<file path="config.mk">
export PLATFORM = sky130hd
export DESIGN_NAME = bcd_time_counter
export DESIGN_NICKNAME = d
export VERILOG_FILES = /design/src/rtl/bcd_time_counter_pkg.sv /design/src/rtl/bcd_time_counter_tick_gen.sv /design/src/rtl/bcd_time_counter.sv
export SDC_FILE = /design/constraint.sdc
export NUM_CORES = 1
export LEC_CHECK = 0
export CAP_MARGIN = 10
export CORE_MARGIN = 1
export CORE_UTILIZATION = 58
export CTS_BUF_LIST = sky130_fd_sc_hd__clkbuf_4 sky130_fd_sc_hd__clkbuf_8
export DETAILED_ROUTE_END_ITERATION = 10
export PLACE_DENSITY = 0.9
export RECOVER_POWER = 25
export SETUP_SLACK_MARGIN = 0.3
export SLEW_MARGIN = 10
export SYNTH_ARGS = -nofsm -noshare
export SYNTH_HDL_FRONTEND = slang
export SYNTH_SLANG_ARGS = --single-unit
</file>
<file path="constraint.sdc">
create_clock -name clk -period 3.9 [get_ports clk]
set_clock_uncertainty 0.15 [all_clocks]
set_input_delay 0.39 -clock clk [delete_from_list [all_inputs] [get_ports clk]]
set_output_delay 0.39 -clock clk [all_outputs]
set_load 0.005 [all_outputs]
</file>
<file path="src/rtl/bcd_time_counter_pkg.sv">
// Shared types and constants for the mm:ss BCD timer.
package stopwatch_pkg;

  typedef enum logic [1:0] {
    STOPPED = 2'd0,
    RUNNING = 2'd1,
    EXPIRED = 2'd2
  } state_t;

  typedef logic [3:0] bcd_t;

  localparam bcd_t SEC_L_MAX = 4'd5;
  localparam bcd_t DIGIT_MAX = 4'd9;

  // Binary value of a two-digit BCD pair (tens, units).
  function automatic int unsigned bcd_pair(bcd_t hi, bcd_t lo);
    int unsigned h;
    int unsigned l;
    h = {28'd0, hi};
    l = {28'd0, lo};
    return h * 10 + l;
  endfunction

endpackage

</file>
<file path="src/rtl/bcd_time_counter_tick_gen.sv">
// Prescaler: asserts step on the last cycle of each TICK_DIV-cycle period while enabled.
module tick_gen #(
  parameter int unsigned TICK_DIV = 100_000_000
) (
  input  logic clk,
  input  logic rst_n,
  input  logic en,
  input  logic clr,
  output logic step
);

  localparam int unsigned W = (TICK_DIV > 1) ? $clog2(TICK_DIV) : 1;
  localparam logic [W-1:0] LAST = W'(TICK_DIV - 1);

  logic [W-1:0] cnt;

  always_ff @(posedge clk) begin
    if (!rst_n || clr)
      cnt <= '0;
    else if (en)
      cnt <= (cnt == LAST) ? '0 : cnt + W'(1);
  end

  assign step = en && (cnt == LAST);

endmodule

</file>
<file path="src/rtl/bcd_time_counter.sv">
// mm:ss BCD up/down timer with preset load, wrap/saturate at MAX_MIN and expiry flags.
module bcd_time_counter
  import stopwatch_pkg::*;
#(
  parameter int unsigned TICK_DIV = 100_000_000,
  parameter int unsigned MAX_MIN  = 99,
  parameter bit          WRAP     = 1'b1
) (
  input  logic       clk,
  input  logic       rst_n,
  input  logic       run,
  input  logic       dir,
  input  logic       load,
  input  logic [3:0] ld_min_l,
  input  logic [3:0] ld_min_r,
  input  logic [3:0] ld_sec_l,
  input  logic [3:0] ld_sec_r,
  output logic [3:0] min_l,
  output logic [3:0] min_r,
  output logic [3:0] sec_l,
  output logic [3:0] sec_r,
  output logic       tick,
  output logic       done,
  output logic       ovf,
  output logic       load_err
);

  localparam bcd_t MAX_ML = 4'(MAX_MIN / 10);
  localparam bcd_t MAX_MR = 4'(MAX_MIN % 10);

  state_t state, state_nx;
  logic   step, clr;
  bcd_t   nml, nmr, nsl, nsr;
  logic   ntick, ndone, novf, nlerr;
  logic   ld_ok, at_max, at_one_or_zero;

  tick_gen #(.TICK_DIV(TICK_DIV)) u_tick_gen (
    .clk  (clk),
    .rst_n(rst_n),
    .en   (state == RUNNING),
    .clr  (clr),
    .step (step)
  );

  assign ld_ok = (ld_min_l <= DIGIT_MAX) && (ld_min_r <= DIGIT_MAX) &&
                 (ld_sec_l <= SEC_L_MAX) && (ld_sec_r <= DIGIT_MAX) &&
                 (bcd_pair(ld_min_l, ld_min_r) <= MAX_MIN);

  assign at_max = (min_l == MAX_ML) && (min_r == MAX_MR) &&
                  (sec_l == SEC_L_MAX) && (sec_r == DIGIT_MAX);

  // A down step from 00:01 or 00:00 both land on 00:00 and expire.
  assign at_one_or_zero = (min_l == '0) && (min_r == '0) && (sec_l == '0) && (sec_r <= 4'd1);

  always_comb begin
    nml      = min_l;
    nmr      = min_r;
    nsl      = sec_l;
    nsr      = sec_r;
    ntick    = 1'b0;
    ndone    = 1'b0;
    novf     = 1'b0;
    nlerr    = 1'b0;
    clr      = 1'b0;
    state_nx = (state == EXPIRED) ? EXPIRED : (run ? RUNNING : STOPPED);

    if (load) begin
      clr = 1'b1;
      if (ld_ok) begin
        nml      = ld_min_l;
        nmr      = ld_min_r;
        nsl      = ld_sec_l;
        nsr      = ld_sec_r;
        state_nx = run ? RUNNING : STOPPED;
      end else begin
        nlerr = 1'b1;
      end
    end else if (step) begin
      ntick = 1'b1;
      if (!dir) begin
        if (at_max) begin
          novf = 1'b1;
          if (WRAP) begin
            nml = '0;
            nmr = '0;
            nsl = '0;
            nsr = '0;
          end else begin
            state_nx = EXPIRED;
            clr      = 1'b1;
          end
        end else if (sec_r != DIGIT_MAX) begin
          nsr = sec_r + 4'd1;
        end else begin
          nsr = '0;
          if (sec_l != SEC_L_MAX) begin
            nsl = sec_l + 4'd1;
          end else begin
            nsl = '0;
            if (min_r != DIGIT_MAX) begin
              nmr = min_r + 4'd1;
            end else begin
              nmr = '0;
              nml = min_l + 4'd1;
            end
          end
        end
      end else begin
        if (at_one_or_zero) begin
          nsr      = '0;
          ndone    = 1'b1;
          state_nx = EXPIRED;
          clr      = 1'b1;
        end else if (sec_r != '0) begin
          nsr = sec_r - 4'd1;
        end else begin
          nsr = DIGIT_MAX;
          if (sec_l != '0) begin
            nsl = sec_l - 4'd1;
          end else begin
            nsl = SEC_L_MAX;
            if (min_r != '0) begin
              nmr = min_r - 4'd1;
            end else begin
              nmr = DIGIT_MAX;
              nml = min_l - 4'd1;
            end
          end
        end
      end
    end
  end

  always_ff @(posedge clk) begin
    if (!rst_n) begin
      state    <= STOPPED;
      min_l    <= '0;
      min_r    <= '0;
      sec_l    <= '0;
      sec_r    <= '0;
      tick     <= 1'b0;
      done     <= 1'b0;
      ovf      <= 1'b0;
      load_err <= 1'b0;
    end else begin
      state    <= state_nx;
      min_l    <= nml;
      min_r    <= nmr;
      sec_l    <= nsl;
      sec_r    <= nsr;
      tick     <= ntick;
      done     <= ndone;
      ovf      <= novf;
      load_err <= nlerr;
    end
  end

endmodule
</file>
==> impl_metrics.py, run 1 <==
metrics = {
    "drt": {
        "wl_per_cell_microns": 14.98,
        "routed_wl_microns": 8196,
        "met2_wirelength_microns": 3946,
        "wl_met3_microns": 550,
        "met1Wirelength_microns": 3573,
        "vias": 3367,
        "dr.pass1.iters": 5,
        "drtAntennaViolNets": 0,
        "top_layer": "met4",
        "via_per_inst": 6.155,
        "drt_iter0_markers": 268,
        "drcViolationCount": 0,
    },
    "final_layout": {
        "layout_commonest_cell": "nand2_1",
        "layout_common_cells": "nand2_1 (72), dfxtp_1 (49), nor2_1 (46)",
        "layout.nets": 509,
        "synthToLayoutAreaGrowth_pct": 16.62,
        "fin_util": 0.7100,
        "drive_gt1_frac": 0.04842,
        "num_antenna_cells": 0,
    },
    "critical_path": {
        "crit_buf_inv": 3,
        "critical_path_class": "in -> reg",
        "critPathMaxFanout": 10,
        "rr_endpoint": "u_tick_gen.cnt[26]",
        "critPathLaunch": "ld_min_l[1]",
        "cp_data_required_time_ns": 3.99,
        "cp_top_family": "adder cells",
        "cp_common_cell": "ha_1",
        "cp-end-kind": "register",
        "critPathCapture": "sec_r[0]",
        "rr_startpoint": "u_tick_gen.cnt[0]",
        "worstPathArrival_ns": 3.50,
        "crit_cells": 13,
        "path_cells": "clkdlybuf4s50_1 -> ha_1 -> ha_1 -> inv_1 -> fa_1 -> nor2b_1 -> and4b_1 -> nand3_1 -> a32oi_1 -> nor4b_4 -> buf_4 -> nor2_2 -> mux2i_1",
        "critPathMaxStageDelay_ns": 0.49,
        "reg2regPathDepth": 6,
        "start_kind": "input port",
        "cpMaxStageDelayCell": "clkdlybuf4s50_1",
        "ff2ff_setup_slack_ns": 1.20,
    },
    "synthesis": {
        "syn_inst": 450,
        "ys.warnings.count": 0,
        "async_flop_share": 0,
        "yosysTopAreaCellShare": 0.2908,
        "synth_top_area_cell": "dfxtp_1",
        "synth.top_cells.by_area": "dfxtp_1 (29%), nand2_1 (8.0%), xor2_1 (6.0%)",
        "synthesis.area_sq_mm": 0.003373,
        "synth-seq-cells": 49,
        "ys.flop_type": "dfxtp_1",
        "yosysSeqAreaShare": 0.2908,
        "syn_nets": 485,
        "synth_edf_count": 0,
        "syn_avg_cell_area_sq_um": 7.496,
        "ys_types": 62,
    },
    "grt": {
        "antenna_found_initial": 0,
        "grt_usage": 0.2831,
        "grt_pass1_wl_microns": 13910,
        "grt_max_degree": 38,
        "grt_pass1_vias": 3061,
        "overflow": 0,
    },
    "clock_network": {
        "cts.clk_slew.worst_paths_ns": 0.09,
        "root_buffer": "clkbuf_8",
        "clk_latency_ns": 0.31,
        "cts_max_path_buffers": 2,
        "tritoncts": "built",
        "holdBufCountCts": 0,
        "htreeDepth": 2,
        "cts.sink_count": 49,
        "cts_inserted_buffers": 5,
        "cts_resized": 0,
        "postCtsSetupBuffers": 0,
    },
    "die": {
        "core_area_sq_mm": 0.005540,
        "fp-row-count": 27,
        "die_w_microns": 78.26,
        "ios": 41,
        "die_y_microns": 78.26,
        "initial_core_util": 0.6089,
        "dieArea_sq_mm": 0.006125,
    },
    "sta": {
        "tightest_slew_ns": 1.512,
        "finalSetupViolations": 0,
        "min_period_ns": 3.407,
        "slew_viol_final": 38,
        "finalHoldViolations": 0,
        "rsz0062_at_grt": "yes",
        "clock.fmax_ghz": 0.2936,
        "fin_tns_setup_ns": 0,
        "max-slew-margin-rel": -0.007840,
        "period_share": 0.8735,
    },
    "placement": {
        "port_buffers": 40,
        "place_congestion": 0.8066,
        "hpwl_microns": 5761,
    },
    "pwr": {
        "p_per_area_mw_per_mm2": 285.8,
        "vdd_drop_max_v": 0.0001853,
        "leakage_nw": 1.500,
    },
    "worst_hold_path": {
        "hold_class": "reg -> reg",
    },
    "run": {
        "drv_cap": 1,
    },
    "run_status": {
        "violations": "max-capacitance violations, max-slew violations",
        "outcome": "finished, violations left",
    },
}
==> through the flow <==
step | hold WS [ns] | power (mW) | setup WS, ns | instances | area (sq um)
detailed placement | 0.3542 | 0.6939 | 0.05625 | 539 | 3795
global route | 0.4099 | 1.169 | 0.2995 | 547 | 3934
CTS | 0.3645 | 1.123 | 0.3729 | 547 | 3933
floorplan | 0.3207 | 0.6340 | 0.8962 | 450 | 3373
global placement | 0.3327 | 0.6883 | 0.1959 | 539 | 3795
finish | 0.3619 | 1.124 | 0.4934 | 547 | 3934
==> logic make-up after synthesis <==
group / count (synthesis) / share of synthesized area
AND/OR/NAND/NOR: 215 / 0.3197
multiplexers: 14 / 0.04191
AO/OA/AOI/OAI: 87 / 0.1688
XOR/XNOR: 29 / 0.07530
flip-flops: 49 / 0.2908
buffers and inverters: 42 / 0.04710
adder cells (fa/ha/maj): 14 / 0.05638
==> synth_stat cells (3+ instances only) <==
| master | number |
|---|---|
| xor2_1 | 23 |
| and4_1 | 4 |
| nand2b_1 | 9 |
| o21ai_0 | 30 |
| dfxtp_1 | 49 |
| nor2b_1 | 9 |
| inv_1 | 14 |
| nand3_1 | 16 |
| xnor2_1 | 6 |
| a31oi_1 | 4 |
| mux2i_1 | 13 |
| o22ai_1 | 7 |
| and3_1 | 3 |
| ha_1 | 12 |
| a221oi_1 | 4 |
| or3_1 | 4 |
| and4b_1 | 3 |
| nor4_1 | 4 |
| nand2_1 | 72 |
| a21oi_1 | 11 |
| clkbuf_1 | 26 |
| nand4_1 | 13 |
| nand3b_1 | 4 |
| nor2_1 | 48 |
| nor3_1 | 7 |
| and2_1 | 7 |
==> flip-flops by register name (all words and copies together), names as in the netlist <==
signal,cells
load_err,1
sec_l,4
done,1
min_r,4
ovf,1
u_tick_gen.cnt,27
min_l,4
tick,1
state,2
sec_r,4
==> report_power, final <==
group,total (mW),switching (mW),internal (mW)
Combinational,0.170,0.0923,0.0773
Sequential,0.515,0.0105,0.505
Clock,0.439,0.181,0.258
Total,1.12,0.284,0.840
==> how the worst min path moves through the flow <==
stage                                  start  depth (start not counted)                  to  slack [ns]
after global routing      u_tick_gen.cnt[12]                          2  u_tick_gen.cnt[12]        0.41
after global placement    u_tick_gen.cnt[12]                          2  u_tick_gen.cnt[12]        0.33
after CTS                 u_tick_gen.cnt[12]                          2  u_tick_gen.cnt[12]        0.36
final                     u_tick_gen.cnt[12]                          2  u_tick_gen.cnt[12]        0.36
after floorplan           u_tick_gen.cnt[12]                          2  u_tick_gen.cnt[12]        0.32
after detailed placement  u_tick_gen.cnt[12]                          2  u_tick_gen.cnt[12]        0.35
==> final cells by class <==
class	count	area (sq um)
tap	72	90.09
fill	444	1607
inverter	14	52.55
multi-input combinational	359	2238
timing repair buffer	45	434.2
sequential	49	980.9
clock inverter	3	68.82
clock buffer	5	68.82
==> worst min-delay path, stage by stage (launching register included) <==
cell     delay [ns]
dfxtp_1        0.34
o21ai_0        0.08
a21oi_1        0.06
==> metal layers <==
layer,GRT usage,vias up
met5,0,-
met4,0.08148,0
met3,0.06279,19
met2,0.4737,136
met1,0.3649,1588
li1,-,1624
Note: power is estimated with default switching activity, not from simulation.
==> inputs of run 2 (changes only) <==
--- a/config.mk
+++ b/config.mk
@@ -8,7 +8,7 @@
 export CAP_MARGIN = 10
 export CORE_MARGIN = 1
 export CORE_UTILIZATION = 58
-export CTS_BUF_LIST = sky130_fd_sc_hd__clkbuf_4 sky130_fd_sc_hd__clkbuf_8
+export CTS_BUF_LIST = sky130_fd_sc_hd__clkbuf_4
 export DETAILED_ROUTE_END_ITERATION = 10
 export PLACE_DENSITY = 0.9
 export RECOVER_POWER = 25
==> impl_metrics.py, run 2 (synthesis gave the netlist of run 1 again) <==
metrics = {
    "run_status": {
        "outcome": "completed",
    },
    "pwr": {
        "vdd_drop_max_v": 0.0002023,
        "p_per_area_mw_per_mm2": 272.0,
        "leakage_nw": 1.487,
    },
    "clock_network": {
        "tritoncts": "built",
        "clk_latency_ns": 0.38,
        "cts.sink_count": 49,
        "postCtsSetupBuffers": 0,
        "cts_inserted_buffers": 5,
        "root_buffer": "clkbuf_4",
        "htreeDepth": 2,
        "cts_max_path_buffers": 2,
        "cts.clk_slew.worst_paths_ns": 0.15,
    },
    "worst_hold_path": {
        "hold_start": "u_tick_gen.cnt[12]",
        "hold_class": "reg -> reg",
        "min_delay_path_depth": 2,
    },
    "final_layout": {
        "final_cells": 547,
        "largest_register": "u_tick_gen.cnt",
        "largest_reg_flops": 27,
        "layout_commonest_cell": "nand2_1",
        "synthToLayoutAreaGrowth_pct": 15.69,
        "drive_gt1_frac": 0.04842,
        "layout_common_cells": "nand2_1 (72), dfxtp_1 (49), nor2_1 (46)",
        "num_antenna_cells": 0,
        "layout.nets": 509,
    },
    "critical_path": {
        "cp_common_cell": "ha_1",
        "critPathLaunch": "ld_min_l[1]",
        "cp-end-kind": "register",
        "path_cells": "clkdlybuf4s50_1 -> ha_1 -> ha_1 -> inv_1 -> fa_1 -> nor2b_1 -> and4b_1 -> nand3_1 -> a32oi_1 -> nor4b_4 -> buf_4 -> nor2_2 -> mux2i_1",
        "crit_buf_inv": 3,
        "cp_data_required_time_ns": 4.07,
        "worstPathArrival_ns": 3.48,
        "critPathMaxStageDelay_ns": 0.49,
        "cpMaxStageDelayCell": "clkdlybuf4s50_1",
        "cp_top_family": "adder cells",
        "critPathMaxFanout": 10,
        "rr_startpoint": "u_tick_gen.cnt[0]",
        "crit_cells": 13,
        "critical_path_class": "in -> reg",
        "start_kind": "input port",
        "reg2regPathDepth": 6,
    },
    "grt": {
        "antenna_found_initial": 0,
        "grt_pass1_wl_microns": 13760,
        "grt_pass1_vias": 2971,
        "overflow": 0,
        "grt_max_degree": 38,
        "grt_usage": 0.2791,
    },
    "drt": {
        "vias": 3308,
        "drt_iter0_markers": 317,
        "routed_wl_microns": 7994,
        "dr.pass1.iters": 5,
        "via_per_inst": 6.048,
        "wl_per_cell_microns": 14.61,
        "drcViolationCount": 0,
        "drtAntennaViolNets": 0,
    },
    "die": {
        "dieArea_sq_mm": 0.006125,
        "die_w_microns": 78.26,
        "die_y_microns": 78.26,
        "core_area_sq_mm": 0.005540,
        "ios": 41,
        "fp-row-count": 27,
        "initial_core_util": 0.6089,
    },
    "placement": {
        "dp_cells": 539,
        "hpwl_microns": 5761,
        "place_congestion": 0.8066,
        "place_ws_ns": 0.05625,
        "port_buffers": 40,
    },
    "sta": {
        "finalHoldViolations": 0,
        "finalSetupViolations": 0,
        "max-slew-margin-rel": 0.01543,
        "finalWorstSetupSlack_ns": 0.5865,
        "period_share": 0.8496,
        "tightest_slew_ns": 1.477,
        "slew_viol_final": 0,
        "fin_tns_setup_ns": 0,
        "min_period_ns": 3.314,
        "clock.fmax_ghz": 0.3018,
        "rsz0062_at_grt": "no",
    },
    "run": {
        "drv_cap": 0,
    },
}
[run 2: power breakdown]
part	leakage, nW	internal (mW)	switching [mW]	total, mW
combinational	1.04	0.0773	0.0913	0.169
clock	0.0558	0.202	0.175	0.377
sequential	0.395	0.506	0.0103	0.516
[run 2: layer usage]
layer | part of all wire | track usage | vias to the layer above | routed length, microns
li1 | - | - | 1624 | -
met2 | 0.47 | 0.4605 | 124 | 3792
met1 | 0.46 | 0.3758 | 1547 | 3664
met3 | 0.051 | 0.04186 | 13 | 407
met4 | 0.016 | 0.08519 | 0 | 129
met5 | 0 | 0 | - | 0
[run 2: worst register-to-register path: stages, from the launching register on]
cell     delay [ns]
dfxtp_1        0.41
ha_1           0.22
nand2_1        0.09
or2_0          0.24
or4_1          0.70
nand2_1        0.61
nor2_1         0.12
[run 2: what timing repair did]
item                       in CTS  in global routing
gates resized for setup         0                  2
setup endpoints to repair       0                  7
hold buffers                    0                  0
hold endpoints to repair        0                  0
[run 2: final cells by class]
cell class | instances | area, sq um
Clock buffer | 5 | 37.54
Tap cell | 72 | 90.09
Timing Repair Buffer | 45 | 434.2
Inverter | 14 | 52.55
Clock inverter | 3 | 68.82
Multi-Input combinational cell | 359 | 2238
Sequential cell | 49 | 980.9
Fill cell | 445 | 1638
[run 2: final timing paths]
path,end,slack (ns)
min reg2reg,u_tick_gen.cnt[12],0.37
min,u_tick_gen.cnt[12],0.37
max,sec_r[1],0.59
max reg2reg,u_tick_gen.cnt[24],1.22
[run 2: stage by stage]
step                      total power [mW]  instance area, sq um  hold WS, ns  utilization
after floorplan                     0.6340                  3373       0.3207            -
after global placement              0.6883                  3795       0.3327       0.6850
after detailed placement            0.6939                  3795       0.3542       0.6850
after CTS                            1.062                  3901       0.3706       0.7042
after global routing                 1.108                  3902       0.4159       0.7044
final                                1.061                  3902       0.3696       0.7044
